===== src/rtl/interval_shape_scan.sv =====
// Scan-line interval generator: for a requested line y, streams one clipped [s, t]
// span per shape descriptor (square, rectangle, diamond) over a valid/ready handshake.
module interval_shape_scan #(
    parameter int CORDW      = 9,
    parameter int NSHAPE     = 8,
    parameter int IDW        = $clog2(NSHAPE),
    parameter bit SKIP_EMPTY = 1'b1
) (
    input  logic             clk,
    input  logic             rst,
    input  logic             cfg_we,
    input  logic [IDW-1:0]   cfg_id,
    input  logic             cfg_en,
    input  logic [1:0]       cfg_mode,
    input  logic [CORDW-1:0] cfg_x0,
    input  logic [CORDW-1:0] cfg_y0,
    input  logic [CORDW-1:0] cfg_w,
    input  logic [CORDW-1:0] cfg_h,
    input  logic             req_valid,
    output logic             req_ready,
    input  logic [CORDW-1:0] req_y,
    output logic             out_valid,
    input  logic             out_ready,
    output logic [IDW-1:0]   out_id,
    output logic [CORDW-1:0] out_s,
    output logic [CORDW-1:0] out_t,
    output logic             out_last,
    output logic             busy
);

    typedef enum logic [1:0] {
        ST_IDLE = 2'd0,
        ST_EVAL = 2'd1,
        ST_EMIT = 2'd2
    } state_t;

    localparam logic [IDW-1:0]   LAST_ID = IDW'(NSHAPE - 1);
    localparam logic [IDW-1:0]   ID_ONE  = IDW'(1);
    localparam logic [IDW-1:0]   ID_ZERO = IDW'(0);
    localparam logic [CORDW-1:0] ZERO_C  = {CORDW{1'b0}};
    localparam logic [CORDW-1:0] ONE_C   = {{(CORDW-1){1'b0}}, 1'b1};
    localparam logic [CORDW-1:0] MAX_C   = {CORDW{1'b1}};

    function automatic logic [CORDW-1:0] sat_add(input logic [CORDW-1:0] a,
                                                 input logic [CORDW-1:0] b);
        logic [CORDW:0] sum;
        sum = {1'b0, a} + {1'b0, b};
        if (sum[CORDW]) begin
            sat_add = MAX_C;
        end else begin
            sat_add = sum[CORDW-1:0];
        end
    endfunction

    function automatic logic [CORDW-1:0] clamp_sub(input logic [CORDW-1:0] a,
                                                   input logic [CORDW-1:0] b);
        logic [CORDW:0] diff;
        diff = {1'b0, a} - {1'b0, b};
        if (diff[CORDW]) begin
            clamp_sub = ZERO_C;
        end else begin
            clamp_sub = diff[CORDW-1:0];
        end
    endfunction

    logic             tbl_en_r   [NSHAPE];
    logic [1:0]       tbl_mode_r [NSHAPE];
    logic [CORDW-1:0] tbl_x0_r   [NSHAPE];
    logic [CORDW-1:0] tbl_y0_r   [NSHAPE];
    logic [CORDW-1:0] tbl_w_r    [NSHAPE];
    logic [CORDW-1:0] tbl_h_r    [NSHAPE];

    state_t           state_r;
    logic [IDW-1:0]   idx_r;
    logic [CORDW-1:0] y_r;
    logic             busy_r;
    logic             out_valid_r;
    logic             out_last_r;
    logic [IDW-1:0]   out_id_r;
    logic [CORDW-1:0] out_s_r;
    logic [CORDW-1:0] out_t_r;

    logic             cur_en_s;
    logic [1:0]       cur_mode_s;
    logic [CORDW-1:0] cur_x0_s;
    logic [CORDW-1:0] cur_y0_s;
    logic [CORDW-1:0] cur_w_s;
    logic [CORDW-1:0] cur_h_s;
    logic [CORDW-1:0] vbound_s;
    logic [CORDW-1:0] dist_s;
    logic [CORDW-1:0] ext_s;
    logic             ev_empty_s;
    logic [CORDW-1:0] ev_s_s;
    logic [CORDW-1:0] ev_t_s;

    // Descriptor table: cleared by reset, writable only while no scan is running.
    always_ff @(posedge clk) begin
        if (rst) begin
            for (int i = 0; i < NSHAPE; i++) begin
                tbl_en_r[i]   <= 1'b0;
                tbl_mode_r[i] <= 2'd0;
                tbl_x0_r[i]   <= ZERO_C;
                tbl_y0_r[i]   <= ZERO_C;
                tbl_w_r[i]    <= ZERO_C;
                tbl_h_r[i]    <= ZERO_C;
            end
        end else if (cfg_we && !busy_r) begin
            tbl_en_r[cfg_id]   <= cfg_en;
            tbl_mode_r[cfg_id] <= cfg_mode;
            tbl_x0_r[cfg_id]   <= cfg_x0;
            tbl_y0_r[cfg_id]   <= cfg_y0;
            tbl_w_r[cfg_id]    <= cfg_w;
            tbl_h_r[cfg_id]    <= cfg_h;
        end
    end

    // Interval of the current entry against the latched line; empty is s=1, t=0.
    always_comb begin
        cur_en_s   = tbl_en_r[idx_r];
        cur_mode_s = tbl_mode_r[idx_r];
        cur_x0_s   = tbl_x0_r[idx_r];
        cur_y0_s   = tbl_y0_r[idx_r];
        cur_w_s    = tbl_w_r[idx_r];
        cur_h_s    = tbl_h_r[idx_r];
        vbound_s   = sat_add(cur_y0_s, (cur_mode_s == 2'd1) ? cur_h_s : cur_w_s);
        dist_s     = (y_r >= cur_y0_s) ? (y_r - cur_y0_s) : (cur_y0_s - y_r);
        ext_s      = cur_w_s - dist_s;
        ev_empty_s = 1'b1;
        ev_s_s     = ONE_C;
        ev_t_s     = ZERO_C;
        case (cur_mode_s)
            2'd0, 2'd1: begin
                if (cur_en_s && (y_r >= cur_y0_s) && (y_r <= vbound_s)) begin
                    ev_empty_s = 1'b0;
                    ev_s_s     = cur_x0_s;
                    ev_t_s     = sat_add(cur_x0_s, cur_w_s);
                end else begin
                    ev_empty_s = 1'b1;
                end
            end
            2'd2: begin
                if (cur_en_s && (dist_s <= cur_w_s)) begin
                    ev_empty_s = 1'b0;
                    ev_s_s     = clamp_sub(cur_x0_s, ext_s);
                    ev_t_s     = sat_add(cur_x0_s, ext_s);
                end else begin
                    ev_empty_s = 1'b1;
                end
            end
            default: begin
                ev_empty_s = 1'b1;
            end
        endcase
    end

    // Scan sequencer with registered result beat.
    always_ff @(posedge clk) begin
        if (rst) begin
            state_r     <= ST_IDLE;
            busy_r      <= 1'b0;
            idx_r       <= ID_ZERO;
            y_r         <= ZERO_C;
            out_valid_r <= 1'b0;
            out_last_r  <= 1'b0;
            out_id_r    <= ID_ZERO;
            out_s_r     <= ONE_C;
            out_t_r     <= ZERO_C;
        end else begin
            case (state_r)
                ST_IDLE: begin
                    if (req_valid) begin
                        y_r     <= req_y;
                        idx_r   <= ID_ZERO;
                        state_r <= ST_EVAL;
                        busy_r  <= 1'b1;
                    end
                end
                ST_EVAL: begin
                    if (ev_empty_s && SKIP_EMPTY && (idx_r != LAST_ID)) begin
                        idx_r <= idx_r + ID_ONE;
                    end else begin
                        out_valid_r <= 1'b1;
                        out_id_r    <= idx_r;
                        out_s_r     <= ev_s_s;
                        out_t_r     <= ev_t_s;
                        out_last_r  <= (idx_r == LAST_ID);
                        state_r     <= ST_EMIT;
                    end
                end
                ST_EMIT: begin
                    if (out_ready) begin
                        out_valid_r <= 1'b0;
                        out_last_r  <= 1'b0;
                        if (idx_r == LAST_ID) begin
                            state_r <= ST_IDLE;
                            busy_r  <= 1'b0;
                        end else begin
                            idx_r   <= idx_r + ID_ONE;
                            state_r <= ST_EVAL;
                        end
                    end
                end
                default: begin
                    state_r     <= ST_IDLE;
                    busy_r      <= 1'b0;
                    out_valid_r <= 1'b0;
                    out_last_r  <= 1'b0;
                end
            endcase
        end
    end

    // Ready is masked by rst so it reads 0 during the reset cycle itself.
    assign req_ready = !busy_r && !rst;
    assign busy      = busy_r;
    assign out_valid = out_valid_r;
    assign out_last  = out_last_r;
    assign out_id    = out_id_r;
    assign out_s     = out_s_r;
    assign out_t     = out_t_r;

endmodule


===== config.mk =====
export PLATFORM = sky130hd
export DESIGN_NAME = interval_shape_scan
export DESIGN_NICKNAME = d
export VERILOG_FILES = /design/src/rtl/interval_shape_scan.sv
export SDC_FILE = /design/constraint.sdc
export NUM_CORES = 1
export LEC_CHECK = 0
export CORE_MARGIN = 3
export CORE_UTILIZATION = 50
export CTS_CLUSTER_SIZE = 25
export DETAILED_ROUTE_END_ITERATION = 10
export GPL_ROUTABILITY_DRIVEN = 0
export HOLD_SLACK_MARGIN = 0.12
export PLACE_DENSITY = 0.75
export SYNTH_ARGS = -nofsm -noshare
export SYNTH_HDL_FRONTEND = slang
export SYNTH_SLANG_ARGS = --single-unit

===== constraint.sdc =====
create_clock -name clk -period 8.91 [get_ports clk]
set_clock_uncertainty 0.15 [all_clocks]
set_input_delay 2.2275 -clock clk [delete_from_list [all_inputs] [get_ports clk]]
set_output_delay 2.2275 -clock clk [all_outputs]
set_load 0.05 [all_outputs]

# After elaboration in Yosys (flattened, before gate mapping)
# Memories as Yosys holds them, arrays and structs flattened. A register that Yosys moved wholly into a read port is not among the register bits.
# Index checks and enable logic that the tools add are counted.
# Widths: inputs -> output; s select.
# word_totals
ff_bits	38
ramBits	312
in_bits	56
out_inout_bits	25
wordCells	134
mem_count	6
# op_classes
n_addsub	8
magnitude_cmp	3
eq_ne	12
muxes	69
bitwise_logic	3
reduce_logical	24
# memory_table
memory	words	word_bits	rd	rd_clocked_by_memory_dff	wr	line_no	rtl
tbl_h_r	8	9	1	1	8	71	logic [CORDW-1:0] tbl_h_r [NSHAPE];
tbl_w_r	8	9	1	1	8	70	logic [CORDW-1:0] tbl_w_r [NSHAPE];
tbl_x0_r	8	9	1	1	8	68	logic [CORDW-1:0] tbl_x0_r [NSHAPE];
tbl_y0_r	8	9	1	1	8	69	logic [CORDW-1:0] tbl_y0_r [NSHAPE];
tbl_mode_r	8	2	1	1	8	67	logic [1:0] tbl_mode_r [NSHAPE];
tbl_en_r	8	1	1	1	8	66	logic tbl_en_r [NSHAPE];
# ops
cell	n
$mux 9	14
$mux 3	22
$pmux 9 s2	2
$reduce_or 9->1	4
$add 9x9->10	3
$sub 9x9->9	3
$mux 1	21
$le 9x9->1	2
$ne 2x2->1 const B	6
$sub 9x9->10	1
$ge 9x9->1	1
$pmux 1 s3	3
$pmux 3 s3	1
$mux 2	4
$logic_and 1x1->1	6
$pmux 2 s3	1
$reduce_and 3->1	2
$reduce_and 5->1	1
$eq 2x1->1 const B	2
$eq 2x2->1 const B	2
$logic_not 2->1	2
$reduce_and 2->1	2
$reduce_and 4->1	1
$reduce_or 2->1	2
8 further kinds	11

# Logic depth before layout (Yosys ltp)
# depth
depth_word	13
depth_mapped	32
depth_no_buf	25

# Worst setup path before layout
# OpenSTA, ideal clock, no wires.
# synth_timing
path_type	reg-to-reg
startpoint	register with a tool-made name
endpoint	register out_s_r[1] (netlist: out_s[1])
setup_ps	117
t_arrival_ps	7020
required_time_ps	8643
setup_slack_ps	1623
path_stages_with_launch	30
n_path_buf	7
period_less_slack_ps	7287
path_cell_list	dfxtp_1 buf_2 buf_2 buf_2 buf_2 mux4_2 mux2i_1 inv_1 ha_1 clkbuf_1 o211ai_1 nor3_1 o21ai_0 nand2_1 clkbuf_1 mux2i_1 xnor2_1 ha_1 a21o_1 a21oi_1 xnor2_1 ha_1 clkbuf_1 nor3_1 a2111oi_0 nor2_1 nor3_1 o41ai_1 a32o_1 a22o_1
# synth_lines
element	line_no	rtl
end signal: assignment	184	out_s_r <= ev_s_s;
end: declaration	80	logic [CORDW-1:0] out_s_r;

==> results.json <==
{
  "status": "completed",
  "hp-class": "reg2reg",
  "io_pins": 81,
  "grt_setup_unrepaired": "false",
  "numPortBuffers": 80,
  "drtPass1Iterations": 5,
  "drv_slew": 0,
  "ys_top_cells_by_count": "and2_1 (313), edfxtp_1 (312), mux4_2 (78)",
  "layout.cells.non_filler": 1973,
  "cts_tree": "done",
  "yosysSeqAreaShare_pct": 54.9,
  "grt_pass1_wl_um": 70400,
  "p_leak_uw": 0.00798,
  "finalHoldViolCount": 0,
  "final.min_clock_period_ps": 7340,
  "numCtsBuffers": 38,
  "clk_path_buf_depth": 3,
  "pre_cts_slack_ps": 1640,
  "track_usage_pct": 23.5,
  "grt_max_degree": 44,
  "synth_top_flop_cell": "edfxtp_1",
  "ys_types": 62,
  "yosys_warnings": 0,
  "fin_total_pwr_uw": 5670,
  "fill_cells": 2847,
  "tightest_slew_ps": 1060,
  "max-slew-margin-rel_pct": 29.5,
  "drt_iter0_drc": 1055,
  "cp.required_ps": 9180,
  "synth_top_cell_area_share_pct": 50.5,
  "yosysMostFrequentCell": "and2_1",
  "startpoint_type": "flip-flop",
  "fin_area_mm2": 0.0210,
  "cts_sinks": 353,
  "dieArea_mm2": 0.0395,
  "coreArea_mm2": 0.0361,
  "synth-async-reset-ratio_pct": 0,
  "critPathKind": "reg2reg",
  "setup_ws_ps": 1570,
  "drive_gt1_share_pct": 13.3,
  "worstPathMaxFanout": 31,
  "globalRoute.totalOverflow": 0,
  "netlist_area_mm2": 0.0186,
  "syn_inst": 1413,
  "drv_cap": 0,
  "yosysTopAreaCell": "edfxtp_1",
  "fmax_ghz": 0.136,
  "initial_utilization_pct": 51.4,
  "drt-total-wl_um": 46100,
  "rows": 69,
  "diodes": 0,
  "hold_buffers": 0,
  "critical_path_arrival_ps": 7610,
  "drc": 0,
  "crit_path_end_kind": "flip-flop",
  "antenna_found_initial": 0,
  "setup_tns_ps": 0,
  "synth-seq-cells": 353,
  "cts-root-buf": "clkbuf_16",
  "yosys-top-cells-area": "edfxtp_1 (50%), and2_1 (11%), mux4_2 (9.5%)",
  "syn_to_final_growth_pct": 13.3,
  "vdd_drop_max_v": 0.000186,
  "powerDensity_mw_per_mm2": 270,
  "place_area_mm2": 0.0199,
  "die_h_um": 199,
  "dp_hpwl_um": 29100,
  "post_drt_wl_per_cell_um": 23.3,
  "path_clk_slew_ps": 60,
  "post_cts_resized": 0,
  "num_vias": 11744,
  "clk_latency_ps": 540,
  "post_synth.cell_area_avg_um2": 13.1,
  "via_per_inst": 5.95,
  "grt_pass1_vias": 12108,
  "postCtsSetupRepairBufs": 0,
  "finalSetupViolCount": 0,
  "htreeDepth": 2,
  "antenna_left": 0,
  "synth_edf_count": 312,
  "synth.net_count": 1553,
  "period_share_pct": 82.4,
  "fp.dieW_um": 199,
  "nets": 1625,
  "placed_cells": 1906
}
[routing by layer]
metal,wire (um),track usage [%]
met1,19000,31.0
met3,3210,3.95
met5,0,0
met2,22600,39.8
met4,1300,8.04
[worst max-delay path, cell delays in order (launching register included)]
cell	delay (ps)
dfxtp_4	790
buf_4	360
mux4_2	540
mux2i_1	220
inv_1	100
ha_1	370
a2111oi_0	480
nor3_1	70
o21ai_0	130
nand2_1	370
mux2i_1	300
xnor2_1	90
ha_1	360
a21o_1	190
a21oi_1	270
xnor2_1	160
ha_1	470
nor3_1	80
a2111oi_0	690
nor2_1	100
nor3_1	240
o41ai_1	170
a32o_1	290
a22o_1	220
[final cells by class]
cell class                      count  area (um^2)  share of cell area (%)
Clock buffer                       49          992                    4.72
Inverter                           50          188                   0.893
Multi-Input combinational cell    937         7960                    37.8
Tap cell                          461          577                    2.74
Timing Repair Buffer              105          988                    4.70
Sequential cell                   353        10200                    48.5
Clock inverter                     18          128                   0.607
[state kept, by name, indices dropped and copies added, names as in the netlist, 9 cells and up, named ones only]
| register | flops |
|---|---|
| out_s | 9 |
| y_r | 9 |
| tbl_y0_r | 72 |
| tbl_x0_r | 72 |
| tbl_h_r | 72 |
| tbl_w_r | 72 |
| tbl_mode_r | 16 |
| out_t | 9 |
[metrics by stage]
| step | hold slack (ps) | util (%) |
|---|---|---|
| final | 315 | 58.3 |
| after global routing | 352 | 58.3 |
| after CTS | 322 | 58.3 |
| after detailed placement | 309 | 55.2 |
| after global placement | 301 | 55.2 |
| after floorplan | 304 | - |
[where the power goes]
group,switching (uW),leakage (uW),internal (uW)
Sequential,62.1,0.00356,1890
Combinational,1320,0.00387,935
Clock,640,0.000551,818
[cell usage in the layout (no fill, tap or decap), types with 7 or more instances in the layout]
cell	Yosys	routed
nand2_1	48	48
a21oi_1	43	43
fa_1	7	7
clkbuf_1	56	11
edfxtp_1	312	312
xor2_1	13	13
dfxtp_1	41	38
a211oi_1	8	8
buf_4	0	25
mux2_2	18	18
clkbuf_16	0	38
clkdlybuf4s50_1	0	80
o2bb2ai_1	8	8
nand3_1	16	16
mux4_2	78	78
nor2_1	63	57
a21o_1	13	13
o21a_1	17	17
mux2i_1	37	37
xnor2_1	19	19
nor2b_1	10	10
o21ai_0	41	35
a22o_1	19	19
o21bai_1	10	10
clkinv_2	0	8
inv_1	50	50
nand2b_1	7	7
and2_1	313	313
ha_1	77	77
nor3_1	12	10
[path summary, 6_finish.rpt]
| kind | slack (ps) | from | cells past startpoint | end |
|---|---|---|---|---|
| setup / recovery | 1570 | flip-flop | 23 | out_s[1] |
| setup reg to reg | 1570 | flip-flop | 23 | out_s[1] |
| hold / removal | 310 | out_s[0] | 1 | out_s[0] |
| hold reg to reg | 310 | out_s[0] | 1 | out_s[0] |
[kinds of logic after synthesis]
group	Yosys count	share of synthesized area [%]
xor+xnor	32	1.51
compound gates	193	7.15
mux	134	12.6
flops	353	54.9
buf+inv	123	2.74
fa+ha+maj	84	5.95
simple gates	494	15.1
Note: power is estimated with default switching activity, not from simulation.
